--- src/rtl/frv_wb_arbiter.sv ---
`default_nettype none
// ============================================================================
// Module   : frv_wb_arbiter
// Desc     : Wishbone classic N-to-1 arbiter (fixed priority or round-robin)
//            with an optional bus-timeout watchdog on the granted transfer.
// Revision : 1.0 - initial release
// ============================================================================
module frv_wb_arbiter #(
    parameter int    NPORTS  = 2,
    parameter string MODE    = "RR",
    parameter int    TIMEOUT = 0
) (
    input  logic                   clk_i,
    input  logic                   rst_in,
    input  logic [NPORTS-1:0]      m_cyc_i,
    input  logic [NPORTS-1:0]      m_stb_i,
    input  logic [NPORTS-1:0]      m_we_i,
    input  logic [4*NPORTS-1:0]    m_be_i,
    input  logic [32*NPORTS-1:0]   m_adr_i,
    input  logic [32*NPORTS-1:0]   m_dat_i,
    output logic [NPORTS-1:0]      m_ack_o,
    output logic [NPORTS-1:0]      m_err_o,
    output logic [31:0]            m_dat_o,
    output logic                   s_cyc_o,
    output logic                   s_stb_o,
    output logic                   s_we_o,
    output logic [3:0]             s_be_o,
    output logic [31:0]            s_adr_o,
    output logic [31:0]            s_dat_o,
    input  logic [31:0]            s_dat_i,
    input  logic                   s_ack_i
);

    localparam int c_GW = (NPORTS > 1) ? $clog2(NPORTS) : 1;
    localparam int c_CW = (TIMEOUT > 1) ? $clog2(TIMEOUT) : 1;
    localparam bit c_RR = (MODE == "RR");

    localparam logic [0:0] c_ST_IDLE = 1'b0;
    localparam logic [0:0] c_ST_BUSY = 1'b1;

    logic [0:0]        r_state_q, w_state_d;
    logic [c_GW-1:0]   r_gnt_q,   w_gnt_d;
    logic [c_GW-1:0]   r_ptr_q,   w_ptr_d;

    logic [NPORTS-1:0] w_req;
    logic [c_GW-1:0]   w_pick;
    logic              w_any;
    logic [c_GW-1:0]   w_gnt_inc;

    logic              w_busy;
    logic              w_live;
    logic              w_done;
    logic              w_timeout;

    logic              w_gnt_cyc;
    logic              w_gnt_we;
    logic [3:0]        w_gnt_be;
    logic [31:0]       w_gnt_adr;
    logic [31:0]       w_gnt_dat;

    assign w_req  = m_cyc_i & m_stb_i;
    assign w_busy = (r_state_q == c_ST_BUSY);
    // An aborting master (cyc low) removes the bus cycle in the same clock.
    assign w_live = w_busy & w_gnt_cyc;

    // Two passes: first search from the pointer upward, then wrap from 0.
    // In FIXED mode the first pass has no lower bound, so it finds the lowest.
    always_comb begin
        w_pick = '0;
        w_any  = 1'b0;
        for (int k = 0; k < NPORTS; k++) begin
            if (!w_any && w_req[k] && (c_RR ? (k >= int'(r_ptr_q)) : 1'b1)) begin
                w_any  = 1'b1;
                w_pick = c_GW'(k);
            end
        end
        for (int k = 0; k < NPORTS; k++) begin
            if (!w_any && w_req[k]) begin
                w_any  = 1'b1;
                w_pick = c_GW'(k);
            end
        end
    end

    always_comb begin
        w_gnt_cyc = 1'b0;
        w_gnt_we  = 1'b0;
        w_gnt_be  = '0;
        w_gnt_adr = '0;
        w_gnt_dat = '0;
        for (int k = 0; k < NPORTS; k++) begin
            if (r_gnt_q == c_GW'(k)) begin
                w_gnt_cyc = m_cyc_i[k];
                w_gnt_we  = m_we_i[k];
                w_gnt_be  = m_be_i[4*k +: 4];
                w_gnt_adr = m_adr_i[32*k +: 32];
                w_gnt_dat = m_dat_i[32*k +: 32];
            end
        end
    end

    assign w_gnt_inc = (r_gnt_q == c_GW'(NPORTS - 1)) ? '0 : r_gnt_q + c_GW'(1);

    generate
        if (TIMEOUT > 0) begin : g_timeout
            logic [c_CW-1:0] r_cnt_q, w_cnt_d;

            always_comb begin
                w_cnt_d = r_cnt_q;
                if (!w_busy) begin
                    w_cnt_d = '0;
                end else if (!s_ack_i) begin
                    w_cnt_d = r_cnt_q + c_CW'(1);
                end
            end

            always_ff @(posedge clk_i) begin
                if (!rst_in) begin
                    r_cnt_q <= '0;
                end else begin
                    r_cnt_q <= w_cnt_d;
                end
            end

            // A same-cycle ack wins over the watchdog.
            assign w_timeout = w_live & ~s_ack_i & (r_cnt_q == c_CW'(TIMEOUT - 1));
        end else begin : g_no_timeout
            assign w_timeout = 1'b0;
        end
    endgenerate

    assign w_done = w_busy & (~w_gnt_cyc | s_ack_i | w_timeout);

    always_comb begin
        w_state_d = r_state_q;
        w_gnt_d   = r_gnt_q;
        w_ptr_d   = r_ptr_q;
        if (r_state_q == c_ST_IDLE) begin
            if (w_any) begin
                w_state_d = c_ST_BUSY;
                w_gnt_d   = w_pick;
            end
        end else begin
            if (w_done) begin
                w_state_d = c_ST_IDLE;
                if (c_RR) begin
                    w_ptr_d = w_gnt_inc;
                end
            end
        end
    end

    always_ff @(posedge clk_i) begin
        if (!rst_in) begin
            r_state_q <= c_ST_IDLE;
            r_gnt_q   <= '0;
            r_ptr_q   <= '0;
        end else begin
            r_state_q <= w_state_d;
            r_gnt_q   <= w_gnt_d;
            r_ptr_q   <= w_ptr_d;
        end
    end

    always_comb begin
        m_ack_o = '0;
        m_err_o = '0;
        for (int k = 0; k < NPORTS; k++) begin
            if (r_gnt_q == c_GW'(k)) begin
                m_ack_o[k] = w_live & s_ack_i;
                m_err_o[k] = w_timeout;
            end
        end
    end

    assign m_dat_o = s_dat_i;
    assign s_cyc_o = w_live;
    assign s_stb_o = w_live;
    assign s_we_o  = w_busy & w_gnt_we;
    assign s_be_o  = w_busy ? w_gnt_be  : 4'h0;
    assign s_adr_o = w_busy ? w_gnt_adr : 32'h0;
    assign s_dat_o = w_busy ? w_gnt_dat : 32'h0;

endmodule
`default_nettype wire

--- config.mk ---
export PLATFORM = sky130hd
export DESIGN_NAME = frv_wb_arbiter
export DESIGN_NICKNAME = d
export VERILOG_FILES = /design/src/rtl/frv_wb_arbiter.sv
export SDC_FILE = /design/constraint.sdc
export NUM_CORES = 1
export LEC_CHECK = 0
export ABC_AREA = 1
export CELL_PAD_IN_SITES_DETAIL_PLACEMENT = 1
export CELL_PAD_IN_SITES_GLOBAL_PLACEMENT = 1
export CORE_ASPECT_RATIO = 0.8
export CORE_MARGIN = 2
export CORE_UTILIZATION = 10
export CTS_BUF_LIST = sky130_fd_sc_hd__clkbuf_2 sky130_fd_sc_hd__clkbuf_4 sky130_fd_sc_hd__clkbuf_8
export CTS_CLUSTER_SIZE = 40
export DETAILED_ROUTE_END_ITERATION = 10
export HOLD_SLACK_MARGIN = 0.12
export PLACE_DENSITY = 0.87
export SYNTH_ARGS = -nofsm -noshare
export SYNTH_HDL_FRONTEND = slang
export SYNTH_SLANG_ARGS = --single-unit
--- constraint.sdc ---
create_clock -name clk_i -period 1.15 [get_ports clk_i]
set_input_delay 0.1725 -clock clk_i [delete_from_list [all_inputs] [get_ports clk_i]]
set_output_delay 0.1725 -clock clk_i [all_outputs]
set_load 0.01 [all_outputs]
* Word level (Yosys, flattened, before mapping)
Index checks and enable logic that the tools add are counted.
** Word-level totals
- Input port bits :: 177
- Memory bits (writable) :: 0
- Memories :: 0
- Register bits after elaboration :: 3
- Bits in latches :: 0
- Memory bits (read-only) :: 0
- Logic and storage cells :: 43
** Operators by class
- Mux-type cells :: 21
- $mul :: 0
- Equal/unequal tests :: 0
- Divide/modulo/power cells :: 0
- Shifts and indexed selects :: 0
- Order comparisons :: 1
- Reductions and logical operators :: 9
- Bitwise gates (word level) :: 8
- $add $sub $neg :: 1
** Operators by type and width (count)
- $mux 32 :: 4
- $mux 1 :: 15
- $mux 4 :: 2
- $and 1x1->1 :: 4
- $logic_and 1x1->1 :: 4
- $reduce_and 2->1 :: 2
- $logic_not 1->1 :: 3
- $and 2x2->2 :: 1
- $not 1->1 :: 2
- $add 1x1->1 const B :: 1
- $ge 1x1->1 const A :: 1
- $or 1x1->1 :: 1

* Logic depth before layout (Yosys ltp)
Gate-level depths: netlist of run 1.
- Depth in word-level cells :: 14
- Gate-level depth with buffers :: 7
- Mapped depth without buffers :: 6

* Least setup slack after synthesis of run 1
No wires, ideal clock.
- Kind :: reg-to-output
- Start point :: reg r_gnt_q
- End point :: out m_ack_o[0]
- Buffers on the path :: 1
- Setup slack :: 0.011 ns
- Cell stages (with the launch flop) :: 8
- Arrival :: 0.966 ns
- Cells stage by stage :: dfxtp_1 buf_6 inv_4 nand2_4 nand2_2 nor2_4 nand2_1 nor2_1
** Between the ends
- Cells in the longest elaborated chain, start to end :: 4
** RTL lines
- from (decl) :: RTL line 42 : logic [c_GW-1:0] r_gnt_q, w_gnt_d;
- from (signal assigned) :: RTL line 160 : r_gnt_q <= w_gnt_d;
- $mux 1 :: RTL line 92 : if (r_gnt_q == c_GW'(k)) begin
- $and 1x1->1 :: RTL line 64 : assign w_live = w_busy & w_gnt_cyc;
- named net s_cyc_o :: RTL line 24 : output logic s_cyc_o,
- $and 1x1->1 :: RTL line 170 : m_ack_o[k] = w_live & s_ack_i;
- $mux 1 :: RTL line 169 : if (r_gnt_q == c_GW'(k)) begin
- to (decl) :: RTL line 21 : output logic [NPORTS-1:0] m_ack_o,
The timed path passes the listed nets, and every way through them passes these cells.

* Worst setup path after layout of run 1
- Start point :: reg r_gnt_q
- End point :: out s_adr_o[19]
** Between the ends
- Cells in the longest elaborated chain, start to end :: 2
** RTL lines
- $mux 32 :: RTL line 92
- $mux 32 :: RTL line 181 : assign s_adr_o = w_busy ? w_gnt_adr : 32'h0;
- to (decl) :: RTL line 28 : output logic [31:0] s_adr_o,
Every way passes these cells.

==> results of run 1 <==
[logic make-up (layout without fill, tap and decap cells)]
kind of cell | Yosys count | count (layout) | synth area share (%)
compound gates | 74 | 74 | 25.7
buf+inv | 63 | 274 | 28.0
flops | 3 | 3 | 4.14
other cells | 1 | 2 | 0.259
simple gates | 155 | 155 | 41.8
[registers in the layout, indices dropped and copies added, names as in the netlist]
| register | count |
|---|---|
| r_gnt_q | 1 |
| r_ptr_q | 1 |
| r_state_q | 1 |
[Yosys cell counts (all sizes together)]
master / n / area share, %
a21boi: 1 / 0.52
a21oi: 2 / 0.69
buf: 50 / 24
clkbuf: 8 / 2.5
conb: 1 / 0.26
dfxtp: 3 / 4.1
inv: 5 / 1.5
nand2: 10 / 3.3
nand3: 2 / 1.0
nor2: 143 / 38
o21ai: 71 / 25
[layer usage]
metal	part of all wire [%]	track usage, %	vias up
li1	-	-	1333
met1	39	14.8	1264
met2	51	23.5	147
met3	7.8	3.78	8
met4	1.2	3.57	0
met5	0	0	-
[timing repair]
action	in CTS	in global routing
pin swaps	11	31
setup buffers	19	9
gates resized for setup	409	54
gates cloned	7	2
endpoints found under the hold margin	0	0
setup endpoints to repair	73	76
[final timing paths]
path / slack, ps / endpoint / from
worst max-delay path: -390 / s_adr_o[19] / r_gnt_q$_SDFFE_PN0P_
worst min-delay path: 350 / m_dat_o[1] / s_dat_i[1]
worst max register to register: -90 / r_ptr_q$_SDFFE_PN0P_ / r_gnt_q$_SDFFE_PN0P_
worst min register to register: 490 / r_ptr_q$_SDFFE_PN0P_ / r_ptr_q$_SDFFE_PN0P_
[power by group through the flow]
stage	combinational, mW	sequential [mW]	clock [mW]
2_1_floorplan	0.576	0.119	0
3_3_place_gp	1.44	0.134	0
3_5_place_dp	1.46	0.134	0
4_1_cts	1.64	0.131	0.345
5_1_grt	1.86	0.134	0.350
6_report	1.73	0.132	0.332
[final cells by class]
class	instances	area, µm²
Multi-Input combinational cell	231	1280
Tap cell	184	230
Sequential cell	3	67.6
Clock buffer	4	48.8
Inverter	5	26.3
Timing Repair Buffer	265	2520
Fill cell	1767	10100
==> qor.csv, run 1 <==
metric,value,unit
status,"complete, but fails checks",
failing checks,setup timing,
Design Power,2.20,mW
port bufs,217,
clock power share,15.1,%
Nets,686,
initial drt markers,48,
Max Clock Freq,651,MHz
clock root buffer,clkbuf_8,
Post-DP Area,0.00367,mm²
largest net degree at the start of global routing,29,
"leading cell types in the layout, fill and taps excluded","clkdlybuf4s50_1, nor2_1, buf_2",
crit-path cells,"buf_4, buf_12, buf_4, o21ai_2, nor2_2, buf_2",
total gr overflow,0,
post-layout instance area,0.00417,mm²
Leakage,1.90,nW
Yosys cell types,20,
Mapped Area,0.00145,mm²
Layout Utilization,29.3,%
Diodes inserted,0,
Die Wd,139,µm
worst r2r path cells,8,
cell mode on critical path,buf_4,
Final setup viols,74,
final setup TNS,-22690,ps
Final Hold Fails,0,
DRC violations left,0,
Syn Inst Count,296,
core area,0.0142,mm²
Net Sw Frac,38.2,%
Levels on crit path,6,
Wirelength per Cell,15.5,µm
maximum vdd drop,0.363,mV
RSZ-0062 raised after global routing,yes,
number of core rows,39,
Worst-Skew Late Latency,220,ps
drt pass-1 iters,4,
Pins Over Slew Limit,0,
final setup margin,-387,ps
area grow syn2layout,187,%
slowest cell on the critical path,dfxtp_4,
crit path buf inv count,4,
dpl ws,-803,ps
"commonest non-fill, non-tap cell in the layout",clkdlybuf4s50_1,
"Req. time, crit path",980,ps
placed cells,653,
initial antenna violation count,0,
via/cell ratio,3.98,
TritonCTS Buffers,3,
startpoint types,flip-flop,
clock transition at the registers of the reported paths,30,ps
Int Pwr,1.36,mW
hold path depth,0,
total track usage,12.9,%
Worst setup EP type,output port,
minimum clock period,1540,ps
vias,2752,
yosys warns,0,
Crit Path Class,reg2out,
syn avg cell area,4.90,µm²
RePlAce Congestion,0.698,
Routed Antenna Nets,0,
maxcap violations,0,
final cycle utilization of the critical path,134,%
Min Hold Slack,345,ps
CP top delay family,buffers and inverters,
H-tree levels,1,
P_sw,839,µW
first-pass GRT wire length,15900,µm
hold-fix buffers at CTS,0,
I/O Pins,284,
final wirelength,10800,µm
Initial Util,10.2,%
"non-filler cells, final",692,
CTS tree,yes,
vias in the first global route,2886,
Critical Path AT,1360,ps
Max Buffers Root-to-Sink,2,
sequential fraction of the synthesis area,4.14,%
clk_skew,0.574,ps
crit-path max FO,15,
clk sinks,3,
relative contribution of sequential cells to total power,6.0,%
#FFs+latches synth,3,
Hold Crit Class,in2out,
Gate power share,78.9,%
layout cells sized above 1,40.6,%
Die Footprint,0.0155,mm²
PwrDens,527,mW/mm²
Crit path largest cell delay,370,ps
Die H,112,µm
Post-DP HPWL,7140,µm
No activity file was read; power rests on OpenSTA's default activity.
==> run 2, diff against run 1 <==
GPL_TIMING_DRIVEN = 0   (was not set)
==> qor.csv, run 2 (synthesis results as in run 1) <==
metric,value,unit,change
via/cell ratio,3.91,,-1.7%
clock root buffer,clkbuf_8,,
hold-fix buffers at CTS,0,,unchanged
reg2reg start,r_gnt_q$_SDFFE_PN0P_,,
layout cells sized above 1,38.8,%,-1.8 points
hold path depth,2,,+2
total track usage,13.1,%,+0.13 points
Design Power,2.27,mW,+3.3%
Max Buffers Root-to-Sink,2,,unchanged
Hold EP,r_ptr_q$_SDFFE_PN0P_,,
Reg-to-Reg End,r_ptr_q$_SDFFE_PN0P_,,
Die Wd,139,µm,unchanged
Max Clock Freq,657,MHz,+1.0%
Die H,112,µm,unchanged
drt pass-1 iters,4,,unchanged
"leading cell types in the layout, fill and taps excluded","clkdlybuf4s50_1, nor2_1, buf_2",,
CTS tree,yes,,
status,"complete, but fails checks",,
P_sw,832,µW,-0.85%
DRC violations left,0,,unchanged
clk sinks,3,,unchanged
Net Sw Frac,36.6,%,-1.5 points
H-tree levels,1,,unchanged
"Req. time, crit path",980,ps,about the same
Final Hold Fails,0,,unchanged
first-pass GRT wire length,16400,µm,+3.3%
total gr overflow,0,,unchanged
Gate power share,80.2,%,+1.3 points
FILL cells,1803,,+2.0%
Crit Path Class,reg2out,,
clock power share,14.4,%,-0.7 points
RePlAce Congestion,0.753,,+7.9%
final wirelength,10900,µm,+1.7%
startpoint types,flip-flop,,
maxcap violations,0,,unchanged
number of core rows,39,,unchanged
RSZ-0062 raised after global routing,yes,,
flop2flop setup slack,-230,ps,-140 ps
Initial Util,10.2,%,unchanged
Leakage,2.07,nW,+8.8%
Layout Utilization,31.9,%,+2.6 points
PwrDens,500,mW/mm²,-5.1%
Largest regs,"r_gnt_q x1, r_ptr_q x1, r_state_q x1",,
relative contribution of sequential cells to total power,5.5,%,-0.5 points
Critical Path AT,1350,ps,about the same
footprint of the multi-input gates,0.00123,mm²,-3.9%
core area,0.0142,mm²,unchanged
vias,2937,,+6.7%
minimum clock period,1520,ps,-15.2 ps
worst r2r path cells,10,,+2
vias in the first global route,3152,,+9.2%
final cycle utilization of the critical path,132,%,-1.3 points
crit-path max FO,10,,-5
Routed Antenna Nets,0,,unchanged
largest net degree at the start of global routing,11,,-62%
failing checks,setup timing,,
Worst setup EP type,output port,,
GR met1 Demand/Resource,14.8,%,-0.056 points
Worst Setup SP,r_gnt_q$_SDFFE_PN0P_,,
area grow syn2layout,213,%,
maximum vdd drop,0.209,mV,-42%
routing usage on met2,25.4,%,+1.9 points
clk_skew,0.891,ps,+0.318 ps
Final setup viols,75,,+1.4%
TritonCTS Buffers,3,,unchanged
initial drt markers,81,,+69%
dpl ws,-784,ps,+19.0 ps
Worst-Skew Late Latency,210,ps,about the same
Post-DP HPWL,8770,µm,+23%
Register Area,65.1,µm²,-3.7%
Diodes inserted,0,,unchanged
most used routing layer,met2,,
Die Footprint,0.0155,mm²,unchanged
Int Pwr,1.44,mW,+5.9%
port bufs,249,,+15%
clock transition at the registers of the reported paths,30,ps,about the same
I/O Pins,284,,unchanged
hold_sp,r_ptr_q$_SDFFE_PN0P_,,
"commonest non-fill, non-tap cell in the layout",clkdlybuf4s50_1,,
met3 Use GR,2.58,%,-1.2 points
Nets,745,,+8.6%
Pins Over Slew Limit,0,,unchanged
Hold Crit Class,reg2reg,,
final setup margin,-372,ps,+15.2 ps
Wirelength per Cell,14.6,µm,-6.3%
initial antenna violation count,0,,unchanged
run 2: cell count changes in the layout (fill, tap and decap cells not counted), sizes merged:
cell	change
clkdlybuf4s50	+34
buf	+21
clkdlybuf4s15	+3
clkbuf	+2
dlygate4sd2	-2
inv	+1
run 2: layout make-up:
class	count	area share, %
sequential	3	1.43
buffer	57	13.0
timing repair buffer	266	51.3
tap	184	5.07
inverter	5	0.772
clock buffer	4	1.07
multi-input combinational	231	27.1
timing repair inverter	1	0.358
run 2: power by group through the flow:
stage | combinational (mW) | sequential [mW] | clock (mW)
5_1_grt | 1.96 | 0.126 | 0.346
3_3_place_gp | 1.64 | 0.124 | 0
6_report | 1.82 | 0.124 | 0.326
2_1_floorplan | 0.576 | 0.119 | 0
3_5_place_dp | 1.67 | 0.124 | 0
4_1_cts | 1.73 | 0.124 | 0.337
run 2: worst max-delay path, stage by stage (launching register included):
cell and delay [ps]:
dfxtp_4 360, buf_12 180, inv_16 70, buf_12 140, buf_4 130, nor2_2 70
nor2_1 50, buf_2 140
run 2: timing repair:
item | 4_1_cts | 5_1_grt
buffers inserted | 6 | 9
endpoints found under the setup margin | 73 | 75
pin swaps | 7 | 15
gates resized for setup | 368 | 112
cloned | 3 | 1
run 2: metal layers:
layer  wire, µm  share of wire (%)
met1       4200                 38
met2       5930                 54
met3        671                6.1
met4        138                1.3
met5          0                  0
run 2: worst max path at each step:
stage,end,depth (start not counted)
2_1_floorplan,m_ack_o[0],7
3_3_place_gp,m_ack_o[0],8
3_5_place_dp,m_ack_o[0],8
4_1_cts,m_ack_o[0],8
5_1_grt,m_ack_o[1],8
6_report,s_adr_o[30],7
run 2: stage by stage:
step | hold slack [ps] | TNS, ps | std cells | cell area, µm²
floorplan | 293 | 0 | 297 | 1450
global placement | 475 | -47590 | 730 | 4180
detailed placement | 482 | -48410 | 730 | 4180
CTS | 491 | -23820 | 743 | 4400
global route | 525 | -25480 | 751 | 4540
finish | 500 | -20810 | 751 | 4540
==> run 3, diff against run 2 <==
CORE_MARGIN = not set   (was 2)
==> qor.csv, run 3 (synthesis results as in run 1) <==
metric,value,unit,change
vias,2856,,-2.8%
maxcap violations,0,,unchanged
PwrDens,498,mW/mm²,-0.51%
Initial Util,10.5,%,+0.30 points
initial antenna violation count,0,,unchanged
total track usage,12.5,%,-0.51 points
Largest regs,"r_gnt_q x1, r_ptr_q x1, r_state_q x1",,
layout cells sized above 1,29.1,%,-9.7 points
Final Hold Fails,0,,unchanged
maximum vdd drop,0.168,mV,-20%
Net Sw Frac,35.1,%,-1.6 points
RSZ-0062 raised after global routing,yes,,
CTS tree,yes,,
P_sw,753,µW,-9.5%
Routed Antenna Nets,0,,unchanged
final setup margin,-363,ps,+8.82 ps
status,"complete, but fails checks",,
"commonest non-fill, non-tap cell in the layout",clkdlybuf4s50_1,,
Worst setup EP type,output port,,
Max Buffers Root-to-Sink,2,,unchanged
core area,0.0138,mm²,-2.9%
Critical Path AT,1340,ps,about the same
Post-DP Area,0.00417,mm²,-0.12%
drt pass-1 iters,4,,unchanged
Pins Over Slew Limit,0,,unchanged
final wirelength,10200,µm,-6.5%
post-layout instance area,0.00431,mm²,-5.0%
via/cell ratio,3.86,,-1.3%
number of core rows,38,,-2.6%
clock root buffer,clkbuf_8,,
area grow syn2layout,197,%,
FILL cells,1739,,-3.5%
crit-path max FO,10,,unchanged
Die Footprint,0.0150,mm²,-3.2%
"leading cell types in the layout, fill and taps excluded","clkdlybuf4s50_1, nor2_1, buf_2",,
Gate power share,78.9,%,-1.3 points
Diodes inserted,0,,unchanged
total gr overflow,0,,unchanged
Die H,110,µm,-1.8%
vias in the first global route,2859,,-9.3%
"Req. time, crit path",980,ps,about the same
clock transition at the registers of the reported paths,30,ps,about the same
first-pass GRT wire length,14500,µm,-11%
Hold Crit Class,reg2reg,,
flop2flop setup slack,-20,ps,+210 ps
I/O Pins,284,,unchanged
clk_skew,1.95,ps,+1.06 ps
clock power share,15.4,%,+1.0 points
Crit Path Class,reg2out,,
Post-DP HPWL,8570,µm,-2.3%
RePlAce Congestion,0.774,,+2.7%
Max Clock Freq,661,MHz,+0.58%
Nets,738,,-0.94%
Int Pwr,1.39,mW,-3.1%
reg2reg start,r_gnt_q$_SDFFE_PN0P_,,
minimum clock period,1510,ps,-8.82 ps
initial drt markers,36,,-56%
startpoint types,flip-flop,,
port bufs,249,,unchanged
Leakage,1.99,nW,-3.9%
Wirelength per Cell,13.8,µm,-5.1%
worst r2r path cells,7,,-3
Die Wd,137,µm,-1.4%
TritonCTS Buffers,3,,unchanged
H-tree levels,1,,unchanged
largest net degree at the start of global routing,11,,unchanged
Min Hold Slack,503,ps,+2.98 ps
relative contribution of sequential cells to total power,5.7,%,+0.2 points
Worst Setup SP,r_gnt_q$_SDFFE_PN0P_,,
Final setup viols,74,,-1.3%
DRC violations left,0,,unchanged
Worst-Skew Late Latency,210,ps,about the same
final cycle utilization of the critical path,132,%,-0.77 points
Reg-to-Reg End,r_ptr_q$_SDFFE_PN0P_,,
worst setup path endpoint,s_adr_o[18],,
clk sinks,3,,unchanged
failing checks,setup timing,,
run 3: power groups by stage:
stage	Combinational, mW	Clock (mW)	Sequential (mW)
final	1.69	0.331	0.122
after detailed placement	1.67	0	0.122
after floorplan	0.576	0	0.119
after global placement	1.64	0	0.122
after CTS	1.69	0.341	0.123
after global routing	1.84	0.355	0.122
run 3: through the flow:
stage | setup slack [ps] | std cells | utilization [%] | setup TNS, ps | power (mW)
after global placement | -815 | 726 | 30.2 | -45200 | 1.77
after global routing | -460 | 740 | 31.2 | -26450 | 2.32
final | -363 | 740 | 31.2 | -21250 | 2.15
after CTS | -410 | 735 | 31.1 | -24500 | 2.15
after floorplan | 11.3 | 297 | - | 0 | 0.695
after detailed placement | -800 | 726 | 30.2 | -46030 | 1.79
run 3: worst min-delay path by stage:
stage	start	to	depth (start not counted)
global placement	r_ptr_q$_SDFFE_PN0P_	r_ptr_q$_SDFFE_PN0P_	2
finish	r_ptr_q$_SDFFE_PN0P_	r_ptr_q$_SDFFE_PN0P_	2
global route	r_ptr_q$_SDFFE_PN0P_	r_ptr_q$_SDFFE_PN0P_	2
CTS	r_ptr_q$_SDFFE_PN0P_	r_ptr_q$_SDFFE_PN0P_	2
detailed placement	r_ptr_q$_SDFFE_PN0P_	r_ptr_q$_SDFFE_PN0P_	2
floorplan	rst_in	r_ptr_q$_SDFFE_PN0P_	2
run 3: timing repair:
| item | 4_1_cts | 5_1_grt |
|---|---|---|
| hold buffers | 0 | 0 |
| gates resized for setup | 344 | 33 |
| setup buffers | 4 | 3 |
| setup endpoints to repair | 73 | 75 |
| endpoints found under the hold margin | 0 | 0 |
| pin swaps | 6 | 6 |
| cloned | 1 | 2 |
run 3: critical path: stages, from the launching register on:
cell and delay (ps):
dfxtp_4 350, buf_12 150, inv_16 100, buf_6 140
nor2_1 50, nor2_1 90, clkdlybuf4s15_2 230
run 3: cell type report:
cell class                      instances  area, µm²  area share (%)
Tap cell                              180        225            5.22
Buffer                                 58        547            12.7
Inverter                                5       35.0           0.812
Timing Repair Buffer                  259       2350            54.5
Multi-Input combinational cell        231       1040            24.2
Sequential cell                         3       65.1            1.51
Clock buffer                            4       48.8            1.13
run 3: metal layers:
metal  routed length, µm  vias up  track usage (%)
li1                    -     1429                -
met4                 113        0             2.94
met5                   0        -                0
met3                 911        8             3.04
met2                5340      134             24.6
met1                3860     1285             13.4
